===== config.mk =====
export PLATFORM = sky130hd
export DESIGN_NAME = uart_tx_frame_ctrl_flat
export DESIGN_NICKNAME = d
export VERILOG_FILES = /design/src/rtl/uart_tx_frame_ctrl_if.sv /design/src/rtl/uart_tx_frame_ctrl.sv /design/src/flat_wrapper.sv
export SDC_FILE = /design/constraint.sdc
export NUM_CORES = 1
export LEC_CHECK = 0
export CORE_ASPECT_RATIO = 0.6
export CORE_MARGIN = 2
export CORE_UTILIZATION = 35
export CTS_CLUSTER_DIAMETER = 80
export CTS_CLUSTER_SIZE = 24
export DETAILED_ROUTE_END_ITERATION = 12
export PLACE_DENSITY = 0.6
export SLEW_MARGIN = 20
export SYNTH_ARGS = -nofsm -noshare
export SYNTH_HDL_FRONTEND = slang
export SYNTH_SLANG_ARGS = --single-unit
export TNS_END_PERCENT = 20

===== constraint.sdc =====
create_clock -name clk -period 3.9 [get_ports clk]
set_input_delay 0.78 -clock clk [delete_from_list [all_inputs] [get_ports clk]]
set_output_delay 0.78 -clock clk [all_outputs]
set_load 0.01 [all_outputs]

===== src/rtl/uart_tx_frame_ctrl_if.sv =====
// Host-side load/start handshake and serial status for uart_tx_frame_ctrl.
// The master modport belongs to the host and the slave modport to the transmitter.
interface uart_tx_frame_ctrl_if #(
    parameter int DATA_W = 8
);
    logic              load;
    logic [DATA_W-1:0] data_in;
    logic              tx_start;
    logic              tx;
    logic              busy;
    logic              loaded;
    logic              done;

    modport master (
        output load, data_in, tx_start,
        input  tx, busy, loaded, done
    );

    modport slave (
        input  load, data_in, tx_start,
        output tx, busy, loaded, done
    );
endinterface


===== src/rtl/uart_tx_frame_ctrl.sv =====
// UART transmit controller: double-buffered holding register feeding a start/data/parity/stop serialiser.
// Optional parity bit is compiled in with the UART_TX_PARITY_EN macro.
module uart_tx_frame_ctrl #(
    parameter int DATA_W       = 8,
    parameter int CLKS_PER_BIT = 16,
    parameter int STOP_BITS    = 1,
    parameter int PARITY_ODD   = 0
) (
    input  logic                 clk,
    input  logic                 reset,
    uart_tx_frame_ctrl_if.slave  bus_if
);

    localparam int BAUD_W = (CLKS_PER_BIT > 2) ? $clog2(CLKS_PER_BIT) : 1;
    localparam int BIT_W  = $clog2(DATA_W + 1);

    localparam logic [BAUD_W-1:0] BAUD_LAST = BAUD_W'(CLKS_PER_BIT - 1);
    localparam logic [BIT_W-1:0]  DATA_LAST = BIT_W'(DATA_W - 1);
    localparam logic [BIT_W-1:0]  STOP_LAST = BIT_W'(STOP_BITS - 1);

    if (DATA_W < 5 || DATA_W > 9 || CLKS_PER_BIT < 2 ||
        (STOP_BITS != 1 && STOP_BITS != 2) || PARITY_ODD < 0 || PARITY_ODD > 1) begin : g_cfg_check
        $error("uart_tx_frame_ctrl: illegal parameter combination");
    end

    typedef enum logic [2:0] {
        S_IDLE   = 3'd0,
        S_LOADED = 3'd1,
        S_START  = 3'd2,
        S_DATA   = 3'd3,
`ifdef UART_TX_PARITY_EN
        S_PARITY = 3'd4,
`endif
        S_STOP   = 3'd5
    } state_t;

    state_t              state_q;
    logic [DATA_W-1:0]   hold_q;
    logic [DATA_W-1:0]   shift_q;
    logic [BAUD_W-1:0]   baud_q;
    logic [BIT_W-1:0]    bit_q;
    logic                tx_q;
    logic                busy_q;
    logic                loaded_q;
    logic                done_q;
`ifdef UART_TX_PARITY_EN
    logic                parity_q;
`endif

    logic                start_ok;
    logic                loaded_d;
    logic                bit_end;
    logic [DATA_W-1:0]   hold_d;
    logic [BAUD_W-1:0]   baud_d;

    // A start may use either the held word or the word arriving on the same edge.
    always_comb begin
        hold_d   = bus_if.load ? bus_if.data_in : hold_q;
        start_ok = ((state_q == S_IDLE) || (state_q == S_LOADED)) &&
                   bus_if.tx_start && (loaded_q || bus_if.load);
        loaded_d = start_ok ? 1'b0 : (loaded_q | bus_if.load);
        bit_end  = (baud_q == BAUD_LAST);
        baud_d   = bit_end ? '0 : baud_q + 1'b1;
    end

    always_ff @(posedge clk or posedge reset) begin
        if (reset) begin
            state_q  <= S_IDLE;
            hold_q   <= '0;
            shift_q  <= '0;
            baud_q   <= '0;
            bit_q    <= '0;
            tx_q     <= 1'b1;
            busy_q   <= 1'b0;
            loaded_q <= 1'b0;
            done_q   <= 1'b0;
`ifdef UART_TX_PARITY_EN
            parity_q <= 1'b0;
`endif
        end else begin
            hold_q   <= hold_d;
            loaded_q <= loaded_d;
            done_q   <= 1'b0;
            case (state_q)
                S_IDLE, S_LOADED: begin
                    if (start_ok) begin
                        state_q  <= S_START;
                        shift_q  <= hold_d;
`ifdef UART_TX_PARITY_EN
                        parity_q <= (^hold_d) ^ (PARITY_ODD != 0);
`endif
                        baud_q   <= '0;
                        bit_q    <= '0;
                        tx_q     <= 1'b0;
                        busy_q   <= 1'b1;
                    end else begin
                        state_q  <= loaded_d ? S_LOADED : S_IDLE;
                    end
                end
                S_START: begin
                    baud_q <= baud_d;
                    if (bit_end) begin
                        state_q <= S_DATA;
                        tx_q    <= shift_q[0];
                    end
                end
                S_DATA: begin
                    baud_q <= baud_d;
                    if (bit_end) begin
                        if (bit_q == DATA_LAST) begin
                            bit_q   <= '0;
`ifdef UART_TX_PARITY_EN
                            state_q <= S_PARITY;
                            tx_q    <= parity_q;
`else
                            state_q <= S_STOP;
                            tx_q    <= 1'b1;
`endif
                        end else begin
                            // tx takes the bit that becomes shift[0] after this shift.
                            bit_q   <= bit_q + 1'b1;
                            shift_q <= shift_q >> 1;
                            tx_q    <= shift_q[1];
                        end
                    end
                end
`ifdef UART_TX_PARITY_EN
                S_PARITY: begin
                    baud_q <= baud_d;
                    if (bit_end) begin
                        state_q <= S_STOP;
                        tx_q    <= 1'b1;
                    end
                end
`endif
                S_STOP: begin
                    baud_q <= baud_d;
                    if (bit_end) begin
                        if (bit_q == STOP_LAST) begin
                            state_q <= loaded_d ? S_LOADED : S_IDLE;
                            bit_q   <= '0;
                            busy_q  <= 1'b0;
                            done_q  <= 1'b1;
                        end else begin
                            bit_q   <= bit_q + 1'b1;
                        end
                    end
                end
                default: begin
                    state_q <= S_IDLE;
                    tx_q    <= 1'b1;
                    busy_q  <= 1'b0;
                end
            endcase
        end
    end

    assign bus_if.tx     = tx_q;
    assign bus_if.busy   = busy_q;
    assign bus_if.loaded = loaded_q;
    assign bus_if.done   = done_q;

endmodule


===== src/flat_wrapper.sv =====
// flat-port wrapper written by rule: the top's interface ports become plain ports
module uart_tx_frame_ctrl_flat 
#(
    parameter int DATA_W       = 8,
    parameter int CLKS_PER_BIT = 16,
    parameter int STOP_BITS    = 1,
    parameter int PARITY_ODD   = 0
)
  (clk, reset, bus_if_load, bus_if_data_in, bus_if_tx_start, bus_if_tx, bus_if_busy, bus_if_loaded, bus_if_done);
  uart_tx_frame_ctrl_if #(.DATA_W(DATA_W)) bus_if_i ();
  input  logic clk;
  input  logic reset;
  input wire logic [$bits(bus_if_i.load)-1:0] bus_if_load;
  input wire logic [$bits(bus_if_i.data_in)-1:0] bus_if_data_in;
  input wire logic [$bits(bus_if_i.tx_start)-1:0] bus_if_tx_start;
  output wire logic [$bits(bus_if_i.tx)-1:0] bus_if_tx;
  output wire logic [$bits(bus_if_i.busy)-1:0] bus_if_busy;
  output wire logic [$bits(bus_if_i.loaded)-1:0] bus_if_loaded;
  output wire logic [$bits(bus_if_i.done)-1:0] bus_if_done;
  assign bus_if_i.load = bus_if_load;
  assign bus_if_i.data_in = bus_if_data_in;
  assign bus_if_i.tx_start = bus_if_tx_start;
  assign bus_if_tx = bus_if_i.tx;
  assign bus_if_busy = bus_if_i.busy;
  assign bus_if_loaded = bus_if_i.loaded;
  assign bus_if_done = bus_if_i.done;
  uart_tx_frame_ctrl #(.DATA_W(DATA_W), .CLKS_PER_BIT(CLKS_PER_BIT), .STOP_BITS(STOP_BITS), .PARITY_ODD(PARITY_ODD)) u_core (.clk(clk), .reset(reset), .bus_if(bus_if_i));
endmodule

---- Yosys cells after proc, flatten, opt, wreduce, memory -nomap -nowiden ----
Cells that the tools add are included.
cells by class
  $add $sub $neg .......................... 2
  equality and inequality tests ........... 13
  muxes and demuxes ....................... 34
  bitwise gates (word level) .............. 3
  reduce and logical (&&, ||, !) cells .... 18
operators with widths
  kind                   number
  $mux W8                4
  $mux W4                6
  $mux W3                6
  $pmux W8 S2            1
  $reduce_and A4 Y1      4
  $mux W1                12
  $ne A2 B1 Y1 const B   6
  $pmux W3 S4            1
  $pmux W4 S3            1
  $add A4 B1 Y4 const B  2
  $pmux W4 S2            1
  $eq A3 B2 Y1 const B   2
  $reduce_and A5 Y1      1
  $eq A4 B3 Y1 const B   1
  $eq A4 B4 Y1 const B   1
  $logic_not A4 Y1       1
  $pmux W1 S4            1
  $reduce_bool A2 Y1     2
  $reduce_or A2 Y1       2
  $eq A3 B1 Y1 const B   1
  $eq A3 B3 Y1 const B   1
  $logic_not A3 Y1       1
  $pmux W1 S3            1
  $reduce_bool A3 Y1     1
  other kinds (7)        10
word-level totals
  bits in registers ....................... 31
  input port bits ......................... 12
  output and inout bits ................... 4
  word-level logic and storage cells ...... 79

---- Logic depth before layout (Yosys ltp) ----
  word-level depth ........................ 9
  gate-level depth with buffers ........... 6
  gate-level depth less buffers ........... 6

---- Worst setup path before layout ----
OpenSTA, ideal clock, no wires.
  path kind ............................... input -> register
  start ................................... input port bus_if_tx_start
  end ..................................... register u_core.bit_q[3]
  data arrival time ....................... 1696 ps
  required time ........................... 3796 ps
  setup slack ............................. 2100 ps
  cell stages on the path ................. 4
  buffers on the path ..................... 0
  cell sequence ........................... or3b_4 -> o22ai_2 -> nand2_1 -> o311ai_1
between the ends
  cells in the longest elaborated chain, start to end .. 4
RTL lines
  element                      RTL line                   RTL
  from (decl)                  flat_wrapper.sv:15         input wire logic [$bits(bus_if_i.tx_start)-1:0] bus_if_tx_start;
  $logic_and A1 B1 Y1          uart_tx_frame_ctrl.sv:59   start_ok = ((state_q == S_IDLE) || (state_q == S_LOADED)) &&
  $logic_and A1 B1 Y1          uart_tx_frame_ctrl.sv:60   bus_if.tx_start && (loaded_q || bus_if.load);
  $ne A2 B1 Y1 (no line)       -
  $reduce_and A4 Y1 (no line)  -
  to (signal assigned)         uart_tx_frame_ctrl.sv:121  bit_q <= bit_q + 1'b1;
  to (signal assigned)         uart_tx_frame_ctrl.sv:145  bit_q <= bit_q + 1'b1;
  to (decl)                    uart_tx_frame_ctrl.sv:41   logic [BIT_W-1:0] bit_q;
Every way passes these cells.
A chain may end at the register's enable or synchronous reset.

---- Final worst setup path ----
  start ................................... input port bus_if_load
  end ..................................... register u_core.baud_q[3]
between the ends
  cells in the longest elaborated chain, start to end .. 4
RTL lines
  element                      RTL line                   RTL
  from (decl)                  flat_wrapper.sv:13         input wire logic [$bits(bus_if_i.load)-1:0] bus_if_load;
  $logic_or A1 B1 Y1           uart_tx_frame_ctrl.sv:60
  $logic_and A1 B1 Y1          uart_tx_frame_ctrl.sv:60
  $ne A2 B1 Y1 (no line)       -
  $reduce_and A2 Y1 (no line)  -
  to (signal assigned)         uart_tx_frame_ctrl.sv:101  baud_q <= baud_d;
  to (signal assigned)         uart_tx_frame_ctrl.sv:108  baud_q <= baud_d;
  to (signal assigned)         uart_tx_frame_ctrl.sv:137  baud_q <= baud_d;
  to (decl)                    uart_tx_frame_ctrl.sv:40   logic [BAUD_W-1:0] baud_q;
Every way passes these cells.

==> run_summary.xml <==
<?xml version="1.0" encoding="UTF-8"?>
<metrics>
  <group name="yosys">
    <metric name="ys_async_sr_fraction" unit="%">100</metric>
    <metric name="yosys.cell_count.top_type" unit="">sky130_fd_sc_hd__dfrtp_1</metric>
    <metric name="synth_xor_area_share" unit="%">1.10</metric>
    <metric name="ys_types" unit="">40</metric>
    <metric name="synth_nets" unit="">159</metric>
    <metric name="synth_area_leader_cell" unit="">sky130_fd_sc_hd__dfrtp_1</metric>
    <metric name="top_post_synthesis_cells_by_area" unit="">sky130_fd_sc_hd__dfrtp_1, sky130_fd_sc_hd__mux2_2, sky130_fd_sc_hd__mux2i_1</metric>
    <metric name="post_synth_instance_area" unit="µm²">1590</metric>
    <metric name="synth-compound-area-share" unit="%">16.3</metric>
    <metric name="synth_area_per_cell" unit="µm²">11.0</metric>
    <metric name="multiplexer_share_of_the_synthesized_area" unit="%">10.7</metric>
    <metric name="synth_flop_cell" unit="">sky130_fd_sc_hd__dfrtp_1</metric>
    <metric name="yosys.area.top_type_share" unit="%">47.2</metric>
    <metric name="synth_top_family_by_area" unit="">simple AND/OR/NAND/NOR gates</metric>
    <metric name="synth.ff_latch_count" unit="">31</metric>
    <metric name="synth-warning-count" unit="">0</metric>
    <metric name="syn-instance-count" unit="">144</metric>
    <metric name="synth-simple-area-share" unit="%">16.8</metric>
    <metric name="synth_fa_ha_area_share" unit="%">2.36</metric>
    <metric name="synth-edff-count" unit="">0</metric>
    <metric name="synth_common_cells" unit="">sky130_fd_sc_hd__dfrtp_1, sky130_fd_sc_hd__nor2_1, sky130_fd_sc_hd__a21oi_1</metric>
    <metric name="synth-seq-area-share" unit="%">48.9</metric>
  </group>
  <group name="floorplanning">
    <metric name="fp.dieH" unit="µm">56.2</metric>
    <metric name="floorplan.rows" unit="">18</metric>
    <metric name="initial_cell_density_of_the_core" unit="%">37.5</metric>
    <metric name="design.die.area" unit="µm²">5110</metric>
    <metric name="die_x" unit="µm">91.0</metric>
    <metric name="floorplan.io_pins" unit="">16</metric>
    <metric name="core_region_area" unit="µm²">4230</metric>
  </group>
  <group name="worst_setup_path">
    <metric name="regToRegStartpoint" unit="">u_core.baud_q[0]$_DFFE_PP0P_</metric>
    <metric name="rr_worst_depth" unit="">5</metric>
    <metric name="timing.setup.critical_path_class" unit="">input pin to flip-flop</metric>
    <metric name="crit-reg2reg-capture" unit="">u_core.shift_q[3]$_DFFE_PP0P_</metric>
    <metric name="critical_path.max_fanout" unit="">9</metric>
    <metric name="cp-startpoint" unit="">bus_if_load</metric>
    <metric name="worstPathRequired" unit="ps">4070</metric>
    <metric name="worstPathArrival" unit="ps">2360</metric>
    <metric name="endpoint" unit="">u_core.baud_q[3]$_DFFE_PP0P_</metric>
    <metric name="cp-end-kind" unit="">flip-flop</metric>
    <metric name="regToRegSetupSlack" unit="ps">2100</metric>
    <metric name="worstSetupStartpointType" unit="">input pin</metric>
  </group>
  <group name="timing">
    <metric name="fin_skew" unit="ps">6.04</metric>
    <metric name="final_critical_path_setup_slack" unit="ps">1710</metric>
    <metric name="timing_worst_slew_pin_value" unit="ps">584</metric>
    <metric name="post-route-period-util" unit="%">56.1</metric>
    <metric name="finalSetupViolations" unit="">0</metric>
    <metric name="totalNegativeSetupSlack" unit="ps">0</metric>
    <metric name="timing_hold_violations_final" unit="">0</metric>
    <metric name="slew_violations" unit="">0</metric>
    <metric name="fin_hold_ws" unit="ps">483</metric>
    <metric name="upper_clock_frequency_limit" unit="MHz">457</metric>
    <metric name="rsz0062_at_grt" unit="">false</metric>
    <metric name="relative_max_transition_margin" unit="%">60.1</metric>
    <metric name="post-route-min-period" unit="ps">2190</metric>
  </group>
  <group name="cts">
    <metric name="post_cts_resize_count" unit="">0</metric>
    <metric name="cts_tree" unit="">built</metric>
    <metric name="cts_hold_buf" unit="">0</metric>
    <metric name="htree_num_levels" unit="">2</metric>
    <metric name="clockRootBuffer" unit="">sky130_fd_sc_hd__clkbuf_8</metric>
    <metric name="path_clk_slew" unit="ps">70</metric>
    <metric name="clk_path_buf_depth" unit="">2</metric>
    <metric name="cts.repair_timing.setup_buffer_count" unit="">0</metric>
    <metric name="clock-sinks" unit="">31</metric>
    <metric name="worst_skew_pair.late_latency" unit="ps">280</metric>
    <metric name="numCtsBuffers" unit="">5</metric>
  </group>
  <group name="power">
    <metric name="power_density" unit="nW/µm²">641</metric>
    <metric name="p_leak" unit="nW">0.795</metric>
    <metric name="netSwitchingPower" unit="mW">0.397</metric>
    <metric name="power.switching_fraction" unit="%">32.7</metric>
    <metric name="peakVddDrop" unit="V">0.000205</metric>
    <metric name="internal_power" unit="mW">0.819</metric>
    <metric name="pwr-share-comb" unit="%">30.1</metric>
    <metric name="clockPowerShare" unit="%">27.2</metric>
    <metric name="p_seq_share" unit="%">42.8</metric>
  </group>
  <group name="status">
    <metric name="status" unit="">completed</metric>
  </group>
  <group name="min_path">
    <metric name="hp-class" unit="">flip-flop to flip-flop</metric>
  </group>
  <group name="final_layout">
    <metric name="layout-area-overhead-vs-synth" unit="%">19.4</metric>
    <metric name="layout.cell_area.non_filler" unit="µm²">1900</metric>
    <metric name="nNetsFinal" unit="">176</metric>
    <metric name="antenna-diode-count" unit="">0</metric>
    <metric name="post_route_cells_drive_above_1_share" unit="%">17.3</metric>
    <metric name="final_standard_cell_count_with_taps_included_and_fillers_excluded" unit="">222</metric>
    <metric name="final.fill_count" unit="">409</metric>
  </group>
  <group name="drt">
    <metric name="post_drt_wl_per_cell" unit="µm">13.9</metric>
    <metric name="detail-route-antenna-nets" unit="">0</metric>
    <metric name="routed-via-count" unit="">1141</metric>
    <metric name="postRouteWirelength" unit="mm">3.09</metric>
    <metric name="detailed_route_vias_per_instance" unit="">5.14</metric>
    <metric name="detailedRoute.firstIterationViolations" unit="">176</metric>
    <metric name="drc" unit="">0</metric>
    <metric name="drt_pre_antenna_iters" unit="">4</metric>
  </group>
  <group name="grt">
    <metric name="grtUsageTotal" unit="%">12.9</metric>
    <metric name="grt_pass1_wl" unit="mm">5.15</metric>
    <metric name="grt-ovfl-total" unit="">0</metric>
    <metric name="antenna_found_initial" unit="">0</metric>
    <metric name="first_global_vias" unit="">1032</metric>
    <metric name="grt_start_max_net_pins" unit="">32</metric>
  </group>
  <group name="placement">
    <metric name="detailed_place_hpwl" unit="mm">2.21</metric>
    <metric name="numPortBuffers" unit="">15</metric>
    <metric name="place_congestion" unit="">0.844</metric>
    <metric name="placement.cell_area" unit="µm²">1780</metric>
    <metric name="dpl.cell_count" unit="">214</metric>
    <metric name="preCtsSetupSlack" unit="ps">1390</metric>
  </group>
  <group name="run">
    <metric name="drv.max_cap_violation_count" unit="">0</metric>
  </group>
</metrics>
## power groups by stage
stage | clock network, mW | registers [mW] | logic, mW
after floorplan | 0 | 0.491 | 0.308
after global placement | 0 | 0.515 | 0.358
after detailed placement | 0 | 0.522 | 0.368
after CTS | 0.338 | 0.517 | 0.369
after global routing | 0.353 | 0.532 | 0.414
final | 0.330 | 0.520 | 0.366
## layer usage
layer	GRT usage (%)	up-vias	routed length, µm
met2	16.8	47	1260
met1	19.0	537	1480
met3	4.74	6	308
met5	0	-	0
met4	5.19	0	34
li1	-	551	-
## how the worst min path moves through the flow
stage | cells after the start | endpoint | from
floorplan | 1 | u_core.hold_q[0]$_DFF_PP0_ | u_core.hold_q[0]$_DFF_PP0_
global placement | 1 | u_core.hold_q[2]$_DFF_PP0_ | u_core.hold_q[2]$_DFF_PP0_
detailed placement | 1 | u_core.bus_if.busy$_DFFE_PP0P_ | u_core.bus_if.busy$_DFFE_PP0P_
CTS | 1 | u_core.bus_if.busy$_DFFE_PP0P_ | u_core.bus_if.busy$_DFFE_PP0P_
global route | 1 | u_core.hold_q[4]$_DFF_PP0_ | u_core.hold_q[4]$_DFF_PP0_
finish | 1 | u_core.bus_if.busy$_DFFE_PP0P_ | u_core.bus_if.busy$_DFFE_PP0P_
## worst max-delay path: stages
cell and delay (ps):
sky130_fd_sc_hd__clkdlybuf4s50_1 740, sky130_fd_sc_hd__nor2_2 170, sky130_fd_sc_hd__nor2_2 290, sky130_fd_sc_hd__mux2i_1 130
sky130_fd_sc_hd__a22o_1 240
## layout by cell type (no fill, tap or decap), types with 2 or more instances in the layout
cell type                         count
sky130_fd_sc_hd__clkdlybuf4s50_1     15
sky130_fd_sc_hd__mux2_2               8
sky130_fd_sc_hd__nand3b_4             2
sky130_fd_sc_hd__a21oi_1             12
sky130_fd_sc_hd__ha_1                 3
sky130_fd_sc_hd__mux2i_1              8
sky130_fd_sc_hd__nor2_1              16
sky130_fd_sc_hd__nand2_1              8
sky130_fd_sc_hd__o21ai_0              6
sky130_fd_sc_hd__inv_1                5
sky130_fd_sc_hd__dfrtp_1             30
sky130_fd_sc_hd__nor2_2               2
sky130_fd_sc_hd__clkbuf_8             6
sky130_fd_sc_hd__nand3_1              6
sky130_fd_sc_hd__nor2b_1              2
sky130_fd_sc_hd__xnor2_1              2
sky130_fd_sc_hd__o22ai_2              2
sky130_fd_sc_hd__a22o_1               3
sky130_fd_sc_hd__nand2b_1             2
## registers in the layout, summed over array words and instances, names as in the netlist
register,cells
u_core.state_q,3
u_core.bus_if.loaded,1
u_core.bus_if.busy,1
u_core.bus_if.tx,1
u_core.bus_if.done,1
u_core.baud_q,4
u_core.shift_q,8
u_core.hold_q,8
u_core.bit_q,4
## final cells by class
| type | instances | area, µm² | area share, % |
|---|---|---|---|
| Clock buffer | 6 | 82.6 | 4.35 |
| Tap cell | 60 | 75.1 | 3.96 |
| Inverter | 5 | 18.8 | 0.989 |
| Sequential cell | 31 | 777 | 41.0 |
| Timing Repair Buffer | 16 | 158 | 8.31 |
| Clock inverter | 2 | 35.0 | 1.85 |
| Multi-Input combinational cell | 102 | 751 | 39.6 |
## metrics by stage
step / utilization (%) / power (mW)
after CTS: 44.8 / 1.22
after floorplan: - / 0.799
after global placement: 42.0 / 0.873
after global routing: 44.8 / 1.30
after detailed placement: 42.0 / 0.891
final: 44.8 / 1.22
## cells by family (layout without fill, tap and decap cells)
| kind of cell | after synthesis | in the layout |
|---|---|---|
| buffers and inverters | 11 | 29 |
| xor gates and xnor gates | 2 | 2 |
| and+or+nand+nor | 46 | 46 |
| muxes | 16 | 16 |
| DFF | 31 | 31 |
| adders and majority gates | 3 | 3 |
| AOI/OAI and AO/OA | 35 | 35 |
Power figures use the tool's default switching activity.
